--- config.mk ---
export PLATFORM = sky130hd
export DESIGN_NAME = multicycle_controller
export DESIGN_NICKNAME = d
export VERILOG_FILES = /design/src/rtl/riscv_pkg.sv /design/src/rtl/multicycle_controller.sv
export SDC_FILE = /design/constraint.sdc
export NUM_CORES = 1
export LEC_CHECK = 0
export ABC_CLOCK_PERIOD_IN_PS = 5000
export BUFFER_PORTS_ARGS = -buffer_cell sky130_fd_sc_hd__buf_4
export CAP_MARGIN = 20
export CORE_UTILIZATION = 58
export CTS_BUF_LIST = sky130_fd_sc_hd__clkbuf_2
export DETAILED_ROUTE_END_ITERATION = 16
export PLACE_DENSITY = 0.87
export SETUP_SLACK_MARGIN = 0.15
export SYNTH_ARGS = -nofsm -noshare
export SYNTH_HDL_FRONTEND = slang
export SYNTH_SLANG_ARGS = --single-unit
export TNS_END_PERCENT = 50
--- constraint.sdc ---
create_clock -name clk -period 5 [get_ports clk]
set_input_delay 0.75 -clock clk [delete_from_list [all_inputs] [get_ports clk]]
set_output_delay 0.75 -clock clk [all_outputs]
set_load 0.1 [all_outputs]
--- src/rtl/riscv_pkg.sv ---
// rtl/riscv_pkg.sv - shared RV32I opcode, state and control-field encodings
package riscv_pkg;

   // Instruction bits [6:2] of the supported major opcodes
   localparam logic [4:0] OPCODE_LOAD    = 5'b00000;
   localparam logic [4:0] OPCODE_ARITH_I = 5'b00100;
   localparam logic [4:0] OPCODE_AUIPC   = 5'b00101;
   localparam logic [4:0] OPCODE_STORE   = 5'b01000;
   localparam logic [4:0] OPCODE_ARITH_R = 5'b01100;
   localparam logic [4:0] OPCODE_LUI     = 5'b01101;
   localparam logic [4:0] OPCODE_BRANCH  = 5'b11000;
   localparam logic [4:0] OPCODE_JALR    = 5'b11001;
   localparam logic [4:0] OPCODE_JAL     = 5'b11011;
   localparam logic [4:0] OPCODE_SYSTEM  = 5'b11100;

   typedef enum logic [2:0] {
      ST_FETCH  = 3'd0,
      ST_DECODE = 3'd1,
      ST_EXEC   = 3'd2,
      ST_MEM    = 3'd3,
      ST_WB     = 3'd4,
      ST_HALT   = 3'd5
   } state_e;

   localparam logic [1:0] PC_SRC_PLUS4  = 2'b00;
   localparam logic [1:0] PC_SRC_IMM    = 2'b01;
   localparam logic [1:0] PC_SRC_ALU    = 2'b10;

   localparam logic [1:0] ALU_A_RS1     = 2'b00;
   localparam logic [1:0] ALU_A_PC      = 2'b01;
   localparam logic [1:0] ALU_A_ZERO    = 2'b10;

   localparam logic [1:0] ALU_B_RS2     = 2'b00;
   localparam logic [1:0] ALU_B_IMM     = 2'b01;

   localparam logic [1:0] ALU_OP_ADD    = 2'b00;
   localparam logic [1:0] ALU_OP_BRANCH = 2'b01;
   localparam logic [1:0] ALU_OP_RFUNCT = 2'b10;
   localparam logic [1:0] ALU_OP_IFUNCT = 2'b11;

   localparam logic [1:0] WB_SEL_ALU    = 2'b00;
   localparam logic [1:0] WB_SEL_MEM    = 2'b01;
   localparam logic [1:0] WB_SEL_PC4    = 2'b10;

   // True for opcodes the datapath can execute (SYSTEM halts, so it is excluded)
   function automatic logic opcode_supported(input logic [4:0] op);
      logic ok;
      case (op)
         OPCODE_LOAD, OPCODE_STORE, OPCODE_BRANCH, OPCODE_JAL, OPCODE_JALR,
         OPCODE_ARITH_I, OPCODE_ARITH_R, OPCODE_LUI, OPCODE_AUIPC: ok = 1'b1;
         default: ok = 1'b0;
      endcase
      return ok;
   endfunction

endpackage

--- src/rtl/multicycle_controller.sv ---
// rtl/multicycle_controller.sv - multicycle RV32I control FSM with retired-instruction counter
module multicycle_controller
   import riscv_pkg::*;
#(
   parameter int INSTRET_W = 32
) (
   input  logic                 clk,
   input  logic                 rst_n,
   input  logic                 run,
   input  logic [4:0]           opcode,
   input  logic                 mem_ready,
   input  logic                 branch_taken,
   output logic                 mem_req,
   output logic                 mem_we,
   output logic                 mem_iord,
   output logic                 ir_write,
   output logic                 pc_write,
   output logic [1:0]           pc_src,
   output logic [1:0]           alu_src_a,
   output logic [1:0]           alu_src_b,
   output logic [1:0]           alu_op,
   output logic                 reg_write,
   output logic [1:0]           wb_sel,
   output logic                 halted,
   output logic                 illegal,
   output logic [INSTRET_W-1:0] instret
);

   state_e               state_q, state_d;
   logic [4:0]           opcode_q, opcode_d;
   logic                 illegal_q, illegal_d;
   logic [INSTRET_W-1:0] instret_q, instret_d;

   // State, latched opcode, illegal flag and retire counter
   always_ff @(posedge clk or negedge rst_n) begin
      if (!rst_n) begin
         state_q   <= ST_FETCH;
         opcode_q  <= '0;
         illegal_q <= 1'b0;
         instret_q <= '0;
      end else begin
         state_q   <= state_d;
         opcode_q  <= opcode_d;
         illegal_q <= illegal_d;
         instret_q <= instret_d;
      end
   end

   // Next state and per-state control decode; everything is forced low while in reset
   always_comb begin
      state_d   = state_q;
      opcode_d  = opcode_q;
      illegal_d = illegal_q;
      mem_req   = 1'b0;
      mem_we    = 1'b0;
      mem_iord  = 1'b0;
      ir_write  = 1'b0;
      pc_write  = 1'b0;
      pc_src    = PC_SRC_PLUS4;
      alu_src_a = ALU_A_RS1;
      alu_src_b = ALU_B_RS2;
      alu_op    = ALU_OP_ADD;
      reg_write = 1'b0;
      wb_sel    = WB_SEL_ALU;
      halted    = 1'b0;
      if (rst_n) begin
         case (state_q)
            ST_FETCH: begin
               if (run) begin
                  mem_req = 1'b1;
                  if (mem_ready) begin
                     ir_write = 1'b1;
                     state_d  = ST_DECODE;
                  end
               end
            end
            ST_DECODE: begin
               opcode_d = opcode;
               if (opcode == OPCODE_SYSTEM) begin
                  state_d = ST_HALT;
               end else if (!opcode_supported(opcode)) begin
                  state_d   = ST_HALT;
                  illegal_d = 1'b1;
               end else begin
                  state_d = ST_EXEC;
               end
            end
            ST_EXEC: begin
               state_d = ST_WB;
               case (opcode_q)
                  OPCODE_ARITH_R: alu_op = ALU_OP_RFUNCT;
                  OPCODE_ARITH_I: begin
                     alu_src_b = ALU_B_IMM;
                     alu_op    = ALU_OP_IFUNCT;
                  end
                  OPCODE_LUI: begin
                     alu_src_a = ALU_A_ZERO;
                     alu_src_b = ALU_B_IMM;
                  end
                  OPCODE_AUIPC: begin
                     alu_src_a = ALU_A_PC;
                     alu_src_b = ALU_B_IMM;
                  end
                  OPCODE_LOAD, OPCODE_STORE: begin
                     alu_src_b = ALU_B_IMM;
                     state_d   = ST_MEM;
                  end
                  OPCODE_JALR: alu_src_b = ALU_B_IMM;
                  OPCODE_BRANCH: begin
                     alu_op   = ALU_OP_BRANCH;
                     pc_write = 1'b1;
                     pc_src   = branch_taken ? PC_SRC_IMM : PC_SRC_PLUS4;
                     state_d  = ST_FETCH;
                  end
                  default: ; // JAL: target comes from pc+imm, ALU idle
               endcase
            end
            ST_MEM: begin
               mem_req  = 1'b1;
               mem_iord = 1'b1;
               mem_we   = (opcode_q == OPCODE_STORE);
               if (mem_ready) begin
                  if (opcode_q == OPCODE_STORE) begin
                     pc_write = 1'b1;
                     state_d  = ST_FETCH;
                  end else begin
                     state_d  = ST_WB;
                  end
               end
            end
            ST_WB: begin
               reg_write = 1'b1;
               pc_write  = 1'b1;
               state_d   = ST_FETCH;
               case (opcode_q)
                  OPCODE_LOAD: wb_sel = WB_SEL_MEM;
                  OPCODE_JAL: begin
                     wb_sel = WB_SEL_PC4;
                     pc_src = PC_SRC_IMM;
                  end
                  OPCODE_JALR: begin
                     wb_sel = WB_SEL_PC4;
                     pc_src = PC_SRC_ALU;
                  end
                  default: ;
               endcase
            end
            ST_HALT: halted = 1'b1;
            default: state_d = ST_FETCH;
         endcase
      end
   end

   // Every PC update is one retired instruction; the counter wraps naturally
   always_comb begin
      instret_d = instret_q;
      if (pc_write) instret_d = instret_q + INSTRET_W'(1);
   end

   assign illegal = illegal_q;
   assign instret = instret_q;

endmodule
==> results of run 1 <==
path summary, 6_finish.rpt:
check	from	end
max reg2reg	opcode_q[0]	instret[25]
min	rst_n	instret[8]
min reg2reg	instret[31]	instret[31]
min in group clk	instret[31]	instret[31]
max in group asynchronous	rst_n	instret[2]
max	rst_n	pc_src[0]
per-layer routing:
metal,up-vias,part of all wire (%),global-route usage [%]
li1,887,-,-
met1,906,45,34.7
met2,71,48,40.2
met3,6,6.6,6.25
met4,0,0.81,5.11
met5,-,0,0
cell usage after synthesis, types with 2 or more instances:
library cell	instances	area (um^2)
inv_1	11	41.3
buf_2	2	10.0
o21ai_0	3	15.0
o21a_1	3	22.5
and3_1	5	31.3
nor2b_1	2	12.5
nand2b_1	7	43.8
and4_1	2	17.5
nand2_1	14	52.6
nor4_2	3	37.5
nor3b_1	3	22.5
xor2_1	18	158
nand4_1	8	50.1
a21oi_1	2	10.0
o31ai_1	2	15.0
dfrtp_1	41	1030
nor3_1	14	70.1
nor4_1	5	31.3
buf_4	2	15.0
or4_1	2	15.0
mux2_2	6	67.6
nor2_1	16	60.1
nand3_1	9	45.0
clkbuf_1	6	22.5
or2_2	2	12.5
xnor2_1	13	114
state kept, by name, summed over array words and instances, names as in the netlist:
name	cells
opcode_q	5
instret	32
state_q	3
illegal	1
stage by stage:
stage	utilization (%)	instance area [um^2]	power, mW	cells	hold slack [ns]
floorplan	-	2230	0.832	223	0.454
global placement	72.6	2680	0.922	318	0.458
detailed placement	72.6	2680	0.927	318	0.462
CTS	73.5	2710	1.06	325	0.321
global route	73.5	2710	1.11	325	0.332
finish	73.5	2710	1.05	325	0.313
power breakdown:
part	switching [mW]	leakage [nW]	internal [mW]
logic	0.307	0.762	0.135
clock network	0.0976	0.0265	0.0327
registers	0.103	0.516	0.377
total	0.508	1.30	0.545
cells by family after synthesis:
group / count (synthesis)
mux: 7
compound gates: 23
fa+ha+maj: 1
other cells: 1
xor+xnor: 31
buf+inv: 23
simple gates: 96
flops: 41
cell type report:
class | instances | area, um^2 | area share (%)
clock buffer | 6 | 30.0 | 1.11
clock inverter | 1 | 3.75 | 0.138
inverter | 12 | 45.0 | 1.66
multi-input combinational | 159 | 1110 | 41.0
sequential | 41 | 1030 | 37.8
tap | 48 | 60.1 | 2.21
timing repair buffer | 58 | 435 | 16.1
==> results by group, run 1 <==
Outcome
  • Status: finished clean

Setup path
  • Worst setup path class: in2out
  • WP data arrival: 2.69 ns
  • WP depth: 7
  • Crit path largest cell delay: 0.55 ns
  • CP endpoint kind: output pin
  • CP dominant cell by count: buf_4
  • Startpoint type of the worst setup path: input port
  • Worst R2R Setup Slack: 2.68 ns
  • CP Cell Sequence: buf_4 -> nand2_1 -> or4_1 -> nor3b_1 -> a31oi_1 -> nor2_1 -> buf_4
  • Top Family by Delay on Critical Path: simple AND/OR/NAND/NOR gates
  • R2r worst-path depth: 5
  • Max FO, Critical Path: 46
  • WP data required: 4.25 ns
  • Crit path buffers/inverters: 2
  • Slowest cell on crit path: or4_1

Routing
  • Final ANT Viol Nets: 0
  • Post-route DRC: 0
  • DR vias: 1870
  • Pre-antenna DRT Iters: 4
  • DR iter-0 viols: 136
  • Total Wirelength: 4.68 mm
  • DR WL/cell: 14.4 um
  • Vias per cell: 5.75

Clocking
  • Hold Buf Count CTS: 0
  • Cts bufs inserted: 5
  • Worst skew pair latency: 0.38 ns
  • Post CTS Setup Buffer Count: 0
  • Max clock buf depth: 2
  • Post-CTS sizing: 0
  • CTS tree: done
  • CTS Sinks: 41
  • CTS H-tree depth: 2
  • Clock transition at path regs: 0.19 ns
  • Root Buffer: clkbuf_2

Floorplanning
  • Full die area: 0.00410 mm^2
  • Core area: 0.00369 mm^2
  • Die Span X: 64.1 um
  • Initial core utilization: 60.6%
  • Die height: 64.1 um
  • Row cnt: 22
  • Boundary Pins: 60

Logic synthesis
  • Largest family of logic cells by synthesized area: simple AND/OR/NAND/NOR gates
  • Synth Area in Compound Gates: 9.52%
  • Post-synthesis async set-or-reset flop share: 100%
  • Synthesis-stage register bit count: 41
  • Sequential share of the synthesized area: 45.9%
  • EDFF count, synth: 0
  • Synth unique cells: 48
  • Synthesized area: 0.00223 mm^2
  • Ys Warns: 0
  • Top FF cell, synth: dfrtp_1
  • Simple-gate area share of the yosys netlist: 23.9%
  • Xor-xnor portion of the synthesized cell area: 12.2%
  • Mux contribution to synthesized area: 3.47%
  • Syn Inst Count: 223
  • Synth Area per Inst: 10.0 um^2
  • Post-Syn Nets: 234
  • Synth Area in Adders: 0.560%

Timing
  • Max Slew Vio Count: 0
  • Period utilisation layout: 68.8%
  • Final Skew: 0.0123 ns
  • Sum Neg Setup Slack: 0 ns
  • Worst slew pin tran: 0.695 ns
  • RSZ-0062 raised after global routing: false
  • Final setup margin: 1.56 ns
  • Max-slew headroom: 53.7%
  • Setup violators final: 0
  • Peak Freq: 291 MHz
  • Final hold vios: 0
  • Final Critical Period: 3.44 ns

Cells and area
  • Area growth syn-to-layout: 21.4%
  • Share of layout cells above drive strength 1: 29.2%
  • Nets: 288
  • Antenna cells: 0
  • Commonest non-fill, non-tap cell in the layout: buf_4
  • Most frequent cells in the layout: buf_4, dfrtp_1, xor2_1
  • Fillcell total: 294

GRT
  • First-pass GRT wire length: 7.97 mm
  • GR Util All Layers: 25.1%
  • Largest net degree at the start of global routing: 47
  • Initial antenna violation count: 0
  • Total grt overflow: 0
  • Vias in the first global route: 1707

Placed design
  • Half-perimeter wire length after placement: 3.44 mm
  • Port Buffers: 58
  • Routability cong.: 0.804
  • DP Worst Slack: 1.56 ns

Pwr
  • Cell area power density: 388 mW/mm^2
  • P_leak: 1.30 nW
  • VDD IR max: 0.422 mV

Worst hold path
  • HP Class: in2async

Flow run
  • Number of max-cap violations: 0
(Power assumes the default switching activity.)
==> run 2, diff against run 1 <==
--- a/config.mk
+++ b/config.mk
@@ -5,13 +5,13 @@
 export SDC_FILE = /design/constraint.sdc
 export NUM_CORES = 1
 export LEC_CHECK = 0
-export ABC_CLOCK_PERIOD_IN_PS = 5000
+export ABC_CLOCK_PERIOD_IN_PS = 2870
 export BUFFER_PORTS_ARGS = -buffer_cell sky130_fd_sc_hd__buf_4
 export CAP_MARGIN = 20
-export CORE_UTILIZATION = 58
+export CORE_UTILIZATION = 49
 export CTS_BUF_LIST = sky130_fd_sc_hd__clkbuf_2
 export DETAILED_ROUTE_END_ITERATION = 16
-export PLACE_DENSITY = 0.87
+export PLACE_DENSITY = 0.78
 export SETUP_SLACK_MARGIN = 0.15
 export SYNTH_ARGS = -nofsm -noshare
 export SYNTH_HDL_FRONTEND = slang
==> constraint.sdc (replaced) <==
create_clock -name clk -period 2.87 [get_ports clk]
set_input_delay 0.4305 -clock clk [delete_from_list [all_inputs] [get_ports clk]]
set_output_delay 0.4305 -clock clk [all_outputs]
set_load 0.1 [all_outputs]
==> results by group, run 2 (synthesis gave the netlist of run 1 again) <==
Setup path
  • WP data required: 2.44 ns
  • Max FO, Critical Path: 8
  • FF-to-FF Start: opcode_q[3]
  • Startpoint type of the worst setup path: flip-flop
  • Worst R2R Setup Slack: 0.59 ns
  • Worst setup path class: reg2out
  • R2r worst-path depth: 6
  • CP endpoint kind: output pin
  • WP data arrival: 2.19 ns
  • RR Endpoint: instret[23]

Floorplanning
  • Boundary Pins: 60
  • Core area: 0.00435 mm^2
  • Row cnt: 24
  • Full die area: 0.00483 mm^2
  • Die Span X: 69.5 um
  • Die height: 69.5 um
  • Initial core utilization: 51.3%

Cells and area
  • Max reg flops: 32
  • Commonest non-fill, non-tap cell in the layout: buf_4
  • Antenna cells: 0
  • Fillcell total: 351
  • Share of layout cells above drive strength 1: 38.5%
  • Finished Cell Area: 0.00293 mm^2
  • Non-Filler Instances: 343
  • Most frequent cells in the layout: buf_4, dfrtp_1, xor2_1
  • Area growth syn-to-layout: 31.0%
  • Nets: 301
  • Post-layout util: 67.2%

GRT
  • GR Util All Layers: 20.8%
  • Initial antenna violation count: 0
  • Largest net degree at the start of global routing: 45
  • First-pass GRT wire length: 8.11 mm
  • Total grt overflow: 0
  • Vias in the first global route: 1778

Flow run
  • Number of max-cap violations: 0

Routing
  • Post-route DRC: 0
  • Final ANT Viol Nets: 0
  • DR iter-0 viols: 105
  • Pre-antenna DRT Iters: 4
  • DR vias: 1896
  • Vias per cell: 5.53
  • DR WL/cell: 13.9 um
  • Total Wirelength: 4.76 mm

Timing
  • Final hold vios: 0
  • Final Critical Period: 2.62 ns
  • RSZ-0062 raised after global routing: true
  • Final Skew: 0.0177 ns
  • Period utilisation layout: 91.4%
  • Worst slew pin tran: 0.649 ns
  • Peak Freq: 381 MHz
  • Max-slew headroom: 56.7%
  • Setup violators final: 0
  • Max Slew Vio Count: 0

Clocking
  • CTS Sinks: 41
  • Clock transition at path regs: 0.20 ns
  • Cts bufs inserted: 5
  • CTS tree: done
  • Max clock buf depth: 2
  • Worst skew pair latency: 0.39 ns
  • Root Buffer: clkbuf_2
  • CTS H-tree depth: 2

Placed design
  • Port Buffers: 58
  • Half-perimeter wire length after placement: 3.42 mm
  • Dpl cells: 325
  • Dpl cell area: 0.00279 mm^2
  • Routability cong.: 0.787

Pwr
  • Final Power: 2.02 mW
  • VDD IR max: 0.775 mV
  • P_leak: 1.38 nW
  • Cell area power density: 692 mW/mm^2

Worst hold path
  • HP Class: in2async

Outcome
  • Status: finished clean
[run 2: cell count changes in the layout (fill, tap and decap cells not counted), moves of 2 or more]
cell      delta
buf_4       +11
buf_6        +2
clkinv_2     +2
dfrtp_1      -5
dfrtp_2      +5
nor3_1       -4
nor3_2       +4
nor4_1       -4
nor4_2       +2
nor4_4       +2
[run 2: worst max-delay path, stage by stage, from the launching register on]
cell	delay, ns
dfrtp_1	0.56
or4b_1	0.53
a2111oi_4	0.25
or2_4	0.24
buf_6	0.24
[run 2: area by class of cell]
cell class              count  area (um^2)  share of cell area (%)
well taps                  52         65.1                    2.22
clock inverters             3         17.5                   0.599
clock buffers               5         25.0                   0.855
multi-input cells         159         1200                    41.0
flip-flops and latches     41         1030                    35.3
repair buffers             71          541                    18.5
inverters                  12         45.0                    1.54
[run 2: worst max path at each step]
stage	from	slack (ns)	cells past startpoint	to
after global routing	opcode_q[3]	0.13	4	pc_write
after global placement	rst_n	0.38	7	pc_src[0]
after detailed placement	state_q[1]	0.34	6	pc_src[0]
after CTS	opcode_q[0]	0.14	4	pc_write
final	opcode_q[3]	0.25	4	pc_write
after floorplan	state_q[1]	-0.35	6	pc_src[0]
[run 2: what timing repair did]
action / in CTS / in global routing
hold buffers: 0 / 0
setup buffers: 1 / 9
setup endpoints to repair: 7 / 3
resized for setup: 6 / 3
pin swaps: 0 / 1
[run 2: per-layer routing]
metal,vias up,global-route usage (%),wire length [um]
li1,920,-,-
met1,921,28.1,2110
met2,53,33.4,2380
met3,2,4.80,240
met4,0,6.35,25
met5,-,0,0
[run 2: per-stage QoR]
step	hold WS [ns]	setup slack [ns]	TNS [ns]
final	0.0885	0.248	0
after global routing	0.107	0.133	0
after CTS	0.0899	0.140	0
after detailed placement	0.460	0.337	0
after global placement	0.459	0.376	0
after floorplan	0.135	-0.350	-0.700
[run 2: where the power goes]
group          switching [mW]  internal (mW)  leakage (nW)  total [mW]
Clock                   0.184         0.0569        0.0287       0.241
Combinational           0.644          0.329         0.842       0.972
Sequential              0.147          0.665         0.511       0.812
